===== src/rtl/alu_pipe.sv =====
// Pipelined ALU: single-cycle binary SUM/SUB/logic/shift, with an extra
// DEC_ADJ cycle for BCD add/subtract correction.
module alu_pipe #(
   parameter int WIDTH      = 8,
   parameter int DECIMAL_EN = 1
) (
   input  logic             i_clk,
   input  logic             i_rst,
   input  logic             i_valid,
   output logic             o_ready,
   input  logic [2:0]       i_op,
   input  logic             i_dec,
   input  logic             i_cin,
   input  logic [WIDTH-1:0] i_ai,
   input  logic [WIDTH-1:0] i_bi,
   output logic             o_valid,
   output logic [WIDTH-1:0] o_add,
   output logic             o_acr,
   output logic             o_avr,
   output logic             o_hcr,
   output logic             o_z,
   output logic             o_n
);

   localparam int       NIB    = WIDTH / 4;
   localparam bit       DEC_ON = (DECIMAL_EN != 0);
   localparam bit [2:0] OP_SUM = 3'd0;
   localparam bit [2:0] OP_AND = 3'd1;
   localparam bit [2:0] OP_OR  = 3'd2;
   localparam bit [2:0] OP_EOR = 3'd3;
   localparam bit [2:0] OP_SR  = 3'd4;
   localparam bit [2:0] OP_SUB = 3'd5;

   typedef enum logic {IDLE = 1'b0, DEC_ADJ = 1'b1} state_t;
   state_t state, state_nxt;

   logic             accept, is_dec_op, is_legal_op;
   logic [WIDTH-1:0] h_ai, h_bi;
   logic             h_cin, h_sub;
   logic [WIDTH-1:0] a, bp, dres, flag_src;
   logic             cin, sub, hcr_b, avr_b, dacr, dc, bc;
   logic [WIDTH:0]   bsum;
   logic [4:0]       hn, bn, dn;
   logic [WIDTH-1:0] r_add;
   logic             r_acr, r_avr, r_hcr;

   assign accept      = i_valid && o_ready;
   assign is_legal_op = (i_op <= OP_SUB);
   assign is_dec_op   = DEC_ON && i_dec && ((i_op == OP_SUM) || (i_op == OP_SUB));

   // FSM: state register
   always_ff @(posedge i_clk or posedge i_rst) begin
      if (i_rst) state <= IDLE;
      else       state <= state_nxt;
   end

   // FSM: next state
   always_comb begin
      state_nxt = IDLE;
      if (state == IDLE && accept && is_dec_op) state_nxt = DEC_ADJ;
   end

   // FSM: outputs
   always_comb begin
      o_ready = (state == IDLE) && !i_rst;
   end

   // Decimal operands are parked here so the correction cycle sees stable inputs.
   always_ff @(posedge i_clk or posedge i_rst) begin
      if (i_rst) begin
         h_ai  <= '0;
         h_bi  <= '0;
         h_cin <= 1'b0;
         h_sub <= 1'b0;
      end else if (accept && is_dec_op) begin
         h_ai  <= i_ai;
         h_bi  <= i_bi;
         h_cin <= i_cin;
         h_sub <= (i_op == OP_SUB);
      end
   end

   assign a   = (state == DEC_ADJ) ? h_ai  : i_ai;
   assign cin = (state == DEC_ADJ) ? h_cin : i_cin;
   assign sub = (state == DEC_ADJ) ? h_sub : (i_op == OP_SUB);
   assign bp  = (state == DEC_ADJ) ? (h_sub ? ~h_bi : h_bi) : (sub ? ~i_bi : i_bi);

   // Binary adder plus per-nibble BCD correction chains.
   always_comb begin
      bsum  = {1'b0, a} + {1'b0, bp} + {{WIDTH{1'b0}}, cin};
      hn    = {1'b0, a[3:0]} + {1'b0, bp[3:0]} + {4'b0, cin};
      hcr_b = hn[4];
      avr_b = (a[WIDTH-1] == bp[WIDTH-1]) && (bsum[WIDTH-1] != a[WIDTH-1]);
      dres  = '0;
      bc    = cin;
      dc    = cin;
      bn    = '0;
      dn    = '0;
      for (int i = 0; i < NIB; i++) begin
         bn = {1'b0, a[4*i +: 4]} + {1'b0, bp[4*i +: 4]} + {4'b0, bc};
         dn = {1'b0, a[4*i +: 4]} + {1'b0, bp[4*i +: 4]} + {4'b0, dc};
         if (sub) begin
            dres[4*i +: 4] = bn[4] ? bn[3:0] : (bn[3:0] - 4'd6);
         end else if (dn > 5'd9) begin
            dres[4*i +: 4] = dn[3:0] + 4'd6;
            dc = 1'b1;
         end else begin
            dres[4*i +: 4] = dn[3:0];
            dc = 1'b0;
         end
         bc = bn[4];
      end
      dacr = sub ? bsum[WIDTH] : dc;
   end

   always_comb begin
      r_add = bsum[WIDTH-1:0];
      r_acr = bsum[WIDTH];
      r_avr = avr_b;
      r_hcr = hcr_b;
      if (state == DEC_ADJ) begin
         r_add = dres;
         r_acr = dacr;
      end else begin
         case (i_op)
            OP_AND, OP_OR, OP_EOR: begin
               r_add = (i_op == OP_AND) ? (i_ai & i_bi) :
                       (i_op == OP_OR)  ? (i_ai | i_bi) : (i_ai ^ i_bi);
               r_acr = 1'b0;
               r_avr = 1'b0;
               r_hcr = 1'b0;
            end
            OP_SR: begin
               r_add = {i_cin, i_ai[WIDTH-1:1]};
               r_acr = i_ai[0];
               r_avr = 1'b0;
               r_hcr = 1'b0;
            end
            default: ;
         endcase
      end
      // Decimal Z/N come from the uncorrected binary sum.
      flag_src = (state == DEC_ADJ) ? bsum[WIDTH-1:0] : r_add;
   end

   always_ff @(posedge i_clk or posedge i_rst) begin
      if (i_rst) begin
         o_valid <= 1'b0;
         o_add   <= '0;
         o_acr   <= 1'b0;
         o_avr   <= 1'b0;
         o_hcr   <= 1'b0;
         o_z     <= 1'b0;
         o_n     <= 1'b0;
      end else begin
         o_valid <= 1'b0;
         if ((state == DEC_ADJ) || (accept && is_legal_op && !is_dec_op)) begin
            o_valid <= 1'b1;
            o_add   <= r_add;
            o_acr   <= r_acr;
            o_avr   <= r_avr;
            o_hcr   <= r_hcr;
            o_z     <= (flag_src == '0);
            o_n     <= flag_src[WIDTH-1];
         end
      end
   end

endmodule


===== config.mk =====
export PLATFORM = sky130hd
export DESIGN_NAME = alu_pipe
export DESIGN_NICKNAME = d
export VERILOG_FILES = /design/src/rtl/alu_pipe.sv
export SDC_FILE = /design/constraint.sdc
export NUM_CORES = 1
export LEC_CHECK = 0
export CAP_MARGIN = 20
export CORE_UTILIZATION = 35
export DETAILED_ROUTE_END_ITERATION = 6
export GPL_TIMING_DRIVEN = 0
export PLACE_DENSITY = 0.51
export SLEW_MARGIN = 20
export SYNTH_ARGS = -nofsm -noshare
export SYNTH_HDL_FRONTEND = slang
export SYNTH_SLANG_ARGS = --single-unit

===== constraint.sdc =====
create_clock -name i_clk -period 6.57 [get_ports i_clk]
set_input_delay 1.314 -clock i_clk [delete_from_list [all_inputs] [get_ports i_clk]]
set_output_delay 1.314 -clock i_clk [all_outputs]
set_load 0.02 [all_outputs]

==> summary.md, run 1 <==
| Metric | Value |
|---|---|
| Fmax | 163.3 MHz |
| CP Max Fanout | 10 |
| Number of global-route vias before repair | 3,390 |
| Clk slew on worst S/H paths | 0.08 ns |
| Syn nets | 508 |
| Crit path depth | 20 |
| Peak VDD IR | 0.07602 mV |
| Post-CTS Setup Bufs | 0 |
| Yosys top cell by area | dfrtp_1 |
| Worst R2R Path Depth | 19 |
| Pre-Repair DR Iteration Count | 4 |
| Global placement routability congestion | 0.8639 |
| Post-route minimum period | 6.122 ns |
| Worst path bufs/invs | 3 |
| Overflow after GRT | 0 |
| Largest stage delay, worst path | 0.60 ns |
| Slew Limit Headroom | 0.4344 |
| Vias per cell | 5.550 |
| Number of enable flip-flop cells after synthesis | 0 |
| PortBufs | 37 |
| Placement Setup Slack | 0.2021 ns |
| Root Driver | clkbuf_8 |
| CTS sink cnt | 33 |
| Remaining DRCs | 0 |
| Worst Hold Depth | 2 |
| H-tree Lvls | 2 |
| DR vias | 3,491 |
| Pwr per Cell Area | 232.3 nW/um2 |
| CTS tree | built |
| DIE HEIGHT | 103.5 um |
| Num CTS Buffers | 5 |
| Row count | 36 |
| Chip width | 103.5 um |
| CTS max path bufs | 2 |
| Run status | complete, no violations |
| Diode count | 0 |
| CTS resizes | 0 |
| WL final | 11.43 mm |
| Hold_buf cts | 0 |
| Leakage | 1.833 nW |
| Startpoint Class | input port |
| Maxcap violations | 0 |
| Util after Layout | 0.4342 |
| Starting Density | 0.3652 |
| Ys Warns | 0 |
| Non-filler cells, final | 629 |
| Initial antenna violation count | 0 |
| Post-synth ARST share | 1.000 |
| Placed cell count | 621 |
| Post-route ant nets | 0 |
| Top FF cell, synth | dfrtp_1 |
| First-pass GRT wire length | 18.46 mm |
| DP HPWL | 8.996 mm |
| Worst Setup End Kind | flip-flop |
| Slowest CP cell | clkdlybuf4s50_1 |
| Worst hold start | h_ai[6] |
| Worst-margin pin slew | 0.8484 ns |
| Worst skew pair latency | 0.30 ns |
| WS Path Type | input port to flip-flop |
| Core footprint | 9864 um2 |
| Worst min-delay path class | flip-flop to flip-flop |
| Layout cell share with drive strength beyond 1 | 0.08266 |
| PnR worst setup slack | 0.4475 ns |
| Layout Skew | 0.008236 ns |
| Die ar. | 10,700 um2 |
| # nets final | 553 |
| Synth unique cells | 71 |
| Unrepaired setup endpoints after global routing | false |
| Worst EP arrival | 6.30 ns |
| Yosys reg bits | 33 |
| # setup viols final | 0 |
| Avg WL per Cell | 18.17 um |
| Yosys top cell area share | 0.2292 |
| Largest net degree at the start of global routing | 20 |
| Slew Viols, Final | 0 |
| Syn_area_per_cell | 8.005 um2 |
| Tcrit/Tclk final | 0.9319 |
| I/O Pins | 39 |
| Cells along the critical path | clkdlybuf4s50_1 > nand3b_1 > buf_2 > xnor2_1 > o21ai_0 > fa_1 > fa_1 > nor2b_1 > o21a_1 > nor2_1 > clkinv_1 > a211oi_1 > a21oi_1 > ha_1 > ha_1 > nand3_1 > a2111oi_2 > nor3_1 > and3_1 > or3_1 |
| Post-Synthesis Cell Area | 3602 um2 |
| CP delay by family, top | adder cells |
| GRT Total Usage | 0.2325 |
| Synth area leaders | dfrtp_1 (23%), ha_1 (11%), o21ai_0 (6.4%) |
| CP startpoint | i_op[1] |
| Final Hold Fails | 0 |
| Layout area overhead | 18.90% |
| R2r startpoint | state |
| Crit path required time | 6.74 ns |
| Setup_tns | 0 ns |
| Cells after Synth | 450 |
| DRT iter0 DRCs | 150 |
| Seq/Total Area, Yosys | 0.2292 |
[cell families after synthesis]
kind of cell / count (synthesis) / synth area share
xor gates and xnor gates: 30 / 0.08024
DFF: 33 / 0.2292
adders and majority gates: 34 / 0.1243
muxes: 10 / 0.03196
AOI/OAI and AO/OA: 142 / 0.2737
and+or+nand+nor: 138 / 0.1862
buffers and inverters: 63 / 0.07433
[worst min-delay path, delay by kind of cell (launching register included)]
family	cells	cell delay (ns)
AO/OA/AOI/OAI	1	0.06
AND/OR/NAND/NOR	1	0.05
flip-flops	1	0.34
[through the flow]
| stage | instance area, um2 | power, mW | hold slack (ns) |
|---|---|---|---|
| after floorplan | 3602 | 0.6218 | 0.4454 |
| after global placement | 4139 | 0.7789 | 0.4665 |
| after detailed placement | 4167 | 0.7846 | 0.4714 |
| after CTS | 4283 | 0.9966 | 0.4886 |
| after global routing | 4283 | 1.069 | 0.4989 |
| final | 4283 | 0.9950 | 0.4858 |
[sequential cells by signal (all words and copies together), names as in the netlist]
signal / flops
h_bi: 8
o_avr: 1
o_n: 1
h_cin: 1
h_sub: 1
o_valid: 1
o_acr: 1
o_hcr: 1
o_z: 1
o_add: 8
state: 1
h_ai: 8
[worst paths after layout]
check                            to  slack (ns)
min in group asynchronous   h_ai[0]        1.44
min                         h_ai[6]        0.49
max                        o_add[6]        0.45
max reg2reg                o_add[6]        0.72
max in group asynchronous   h_ai[7]        4.69
min reg2reg                 h_ai[6]        0.49
[synth_stat cells, types with 3 or more instances]
library cell,number
nand2_1,53
o21ai_0,46
inv_1,35
dfrtp_1,33
ha_1,31
nor2_1,31
a21oi_1,24
xnor2_1,16
xor2_1,12
clkbuf_1,11
nand2b_1,9
buf_2,7
mux2i_1,7
nand3_1,7
o211ai_1,7
a211oi_1,5
a21o_1,5
nor3_1,5
o21a_1,5
a211o_1,4
and3_1,4
nor2b_1,4
o21ai_1,4
or3_1,4
a221o_1,3
a22oi_1,3
a31oi_1,3
and2_1,3
fa_1,3
o22ai_1,3
o31ai_1,3
o32a_1,3
or2_2,3
[where the power goes]
| group | internal [mW] | leakage (nW) | switching [mW] | total, mW |
|---|---|---|---|---|
| sequential | 0.249 | 0.412 | 0.0275 | 0.276 |
| clock | 0.124 | 0.0585 | 0.0885 | 0.212 |
| combinational | 0.213 | 1.36 | 0.294 | 0.507 |
[cell usage in the layout (no fill, tap or decap), drive strengths merged, types with 7 or more instances in the layout]
cell type,instances
a21oi,24
buf,14
clkbuf,18
clkdlybuf4s50,37
dfrtp,33
ha,31
inv,37
mux2i,7
nand2,53
nand2b,9
nand3,7
nor2,32
o211ai,8
o21ai,50
xnor2,17
xor2,13
[final cells by class]
type / count / area [um2]
inverters: 39 / 146.4
multi-input cells: 354 / 2509
flip-flops and latches: 33 / 825.8
plain buffers: 24 / 121.4
clock buffers: 7 / 86.33
fillers: 1030 / 5582
well taps: 133 / 166.4
repair buffers: 38 / 397.9
clock inverters: 1 / 30.03
[layer usage]
metal / GRT usage / share of wire
met3: 0.02352 / 0.034
met1: 0.3257 / 0.48
met5: 0 / 0
met2: 0.3749 / 0.46
met4: 0.07476 / 0.024
No activity file was read; power rests on OpenSTA's default activity.
==> run 2, diff against run 1 <==
--- a/config.mk
+++ b/config.mk
@@ -5,7 +5,9 @@
 export SDC_FILE = /design/constraint.sdc
 export NUM_CORES = 1
 export LEC_CHECK = 0
+export ABC_AREA = 0
 export CAP_MARGIN = 20
+export CORE_ASPECT_RATIO = 0.5
 export CORE_UTILIZATION = 35
 export DETAILED_ROUTE_END_ITERATION = 6
 export GPL_TIMING_DRIVEN = 0
==> summary.md, run 2 (synthesized netlist as in run 1, its figures left out) <==
| Metric | Value |
|---|---|
| Num CTS Buffers | 5 (unchanged) |
| Hold_buf cts | 0 (unchanged) |
| Crit path required time | 6.73 ns (about the same) |
| Non-filler cells, final | 631 (+0.32%) |
| R2r startpoint | state |
| Die ar. | 10,730 um2 (+0.23%) |
| Top Registers | h_ai (8), h_bi (8), o_add (8) |
| Slowest CP cell | clkdlybuf4s50_1 |
| Number of global-route vias before repair | 3,188 (-6.0%) |
| Final Hold Fails | 0 (unchanged) |
| Overflow after GRT | 0 (unchanged) |
| R2r setup slk | 0.73 ns (about the same) |
| Largest stage delay, worst path | 0.63 ns (+0.03 ns) |
| Run status | complete, no violations |
| CP Max Fanout | 10 (unchanged) |
| # setup viols final | 0 (unchanged) |
| Worst EP arrival | 6.31 ns (about the same) |
| Worst Setup End Kind | flip-flop |
| Chip width | 145.5 um (+41%) |
| Avg WL per Cell | 18.65 um (+2.6%) |
| Pre-Repair DR Iteration Count | 4 (unchanged) |
| Diode count | 0 (unchanged) |
| CP startpoint | i_op[1] |
| Starting Density | 0.3703 (+0.005119) |
| Leakage | 1.855 nW (+1.2%) |
| P_int | 0.6512 mW (+11%) |
| Peak VDD IR | 0.1018 mV (+34%) |
| WL final | 11.77 mm (+2.9%) |
| Worst skew pair latency | 0.29 ns (about the same) |
| Core footprint | 9728 um2 (-1.4%) |
| Cells along the critical path | clkdlybuf4s50_1 > nand3b_1 > buf_2 > xnor2_1 > o21ai_0 > fa_1 > fa_1 > nor2b_1 > o21a_1 > nor2_1 > clkinv_1 > a211oi_1 > a21oi_1 > ha_1 > ha_1 > nand3_1 > a2111oi_2 > nor3_1 > and3_1 > or3_1 |
| Tcrit/Tclk final | 0.9350 (+0.003153) |
| DRT iter0 DRCs | 221 (+47%) |
| Fmax | 162.8 MHz (-0.34%) |
| DR vias | 3,423 (-1.9%) |
| Largest net degree at the start of global routing | 22 (+10%) |
| Root Driver | clkbuf_16 |
| Slew Limit Headroom | 0.4609 (+0.02646) |
| Post-route minimum period | 6.143 ns (+0.02072 ns) |
| I/O Pins | 39 (unchanged) |
| Clock share of power | 0.267 (+0.053) |
| CP delay by family, top | adder cells |
| Sequential power share | 0.258 (-0.019) |
| Post-CTS Setup Bufs | 0 (unchanged) |
| Unrepaired setup endpoints after global routing | false |
| DP HPWL | 9.205 mm (+2.3%) |
| Layout area overhead | 20.32% |
| Sw Ratio | 0.3894 (-0.02233) |
| Setup_tns | 0 ns (unchanged) |
| H-tree Lvls | 2 (unchanged) |
| Layout Skew | 0.004140 ns (-0.004096 ns) |
| Worst hold start | o_add[4] |
| Placed cell count | 623 (+0.32%) |
| Pwr per Cell Area | 246.1 nW/um2 (+5.9%) |
| Comb pwr share | 0.475 (-0.034) |
| Commonest non-fill, non-tap cell in the layout | nand2_1 |
| Initial antenna violation count | 0 (unchanged) |
| Maxcap violations | 0 (unchanged) |
| Commonest non-fill, non-tap cells in the layout | nand2_1 (53), o21ai_0 (46), clkdlybuf4s50_1 (37) |
| CTS resizes | 0 (unchanged) |
| # nets final | 553 (unchanged) |
| Vias per cell | 5.425 (-2.3%) |
| Row count | 25 (-31%) |
| CTS sink cnt | 33 (unchanged) |
| Util after Layout | 0.4455 (+0.01136) |
| Sw Pwr | 0.4153 mW (+1.4%) |
| WS Path Type | input port to flip-flop |
| Worst path bufs/invs | 3 (unchanged) |
| First-pass GRT wire length | 18.37 mm (-0.49%) |
| Layout cell share with drive strength beyond 1 | 0.08266 (unchanged) |
| Post-route ant nets | 0 (unchanged) |
| Worst-margin pin slew | 0.8087 ns (-0.03969 ns) |
| GRT Total Usage | 0.2313 (-0.001191) |
| PortBufs | 37 (unchanged) |
| CTS tree | built |
| CTS max path bufs | 2 (unchanged) |
| Slew Viols, Final | 0 (unchanged) |
| Remaining DRCs | 0 (unchanged) |
| Clk slew on worst S/H paths | 0.06 ns (-0.02 ns) |
| DIE HEIGHT | 73.74 um (-29%) |
| Startpoint Class | input port |
| Worst min-delay path class | flip-flop to flip-flop |
| Global placement routability congestion | 0.8872 (+2.7%) |
run 2: final cells by class:
type	instances	area (um2)
inverters	39	146.4
well taps	135	168.9
plain buffers	24	121.4
repair buffers	38	390.4
clock inverters	1	30.03
clock buffers	7	142.6
multi-input cells	354	2509
flip-flops and latches	33	825.8
fillers	1022	5394
run 2: stage by stage:
step	setup WS [ns]	hold slack [ns]	cell area [um2]	total power [mW]
final	0.4268	0.4758	4334	1.066
after global routing	0.09147	0.5027	4334	1.139
after CTS	0.4855	0.4843	4334	1.069
after detailed placement	0.1894	0.4712	4161	0.7804
after global placement	0.1600	0.4654	4141	0.7774
after floorplan	1.222	0.4454	3602	0.6218
run 2: final timing paths:
check	to	depth (start not counted)
hold reg to reg	o_add[4]	2
hold / removal	o_add[4]	2
setup reg to reg	o_add[7]	19
setup / recovery	o_add[6]	20
max in group asynchronous	o_add[1]	3
min in group asynchronous	h_ai[5]	2
run 2: worst reg2reg max path, cell delays in order (launching register included):
cell,delay (ns)
dfrtp_1,0.33
clkbuf_1,0.40
buf_1,0.43
clkbuf_1,0.50
clkbuf_1,0.47
nand2_1,0.09
o21ai_0,0.15
ha_1,0.35
nor2b_1,0.20
o21a_1,0.19
nor2_1,0.27
clkinv_1,0.30
a211oi_1,0.26
a21oi_1,0.08
ha_1,0.28
ha_1,0.30
nor2_1,0.19
o21ai_0,0.14
o311ai_0,0.60
a32o_1,0.25
run 2: routing by layer:
metal | routed length, um | vias up | track usage
li1 | - | 1689 | -
met1 | 6317 | 1621 | 0.3581
met2 | 4621 | 99 | 0.3194
met3 | 690 | 14 | 0.04099
met4 | 137 | 0 | 0.06316
met5 | 0 | - | 0
run 2: power by group through the flow:
stage	Clock (mW)	Sequential (mW)	Combinational, mW
after floorplan	0	0.301	0.321
after global placement	0	0.278	0.499
after detailed placement	0	0.278	0.502
after CTS	0.290	0.275	0.504
after global routing	0.301	0.281	0.556
final	0.285	0.275	0.507
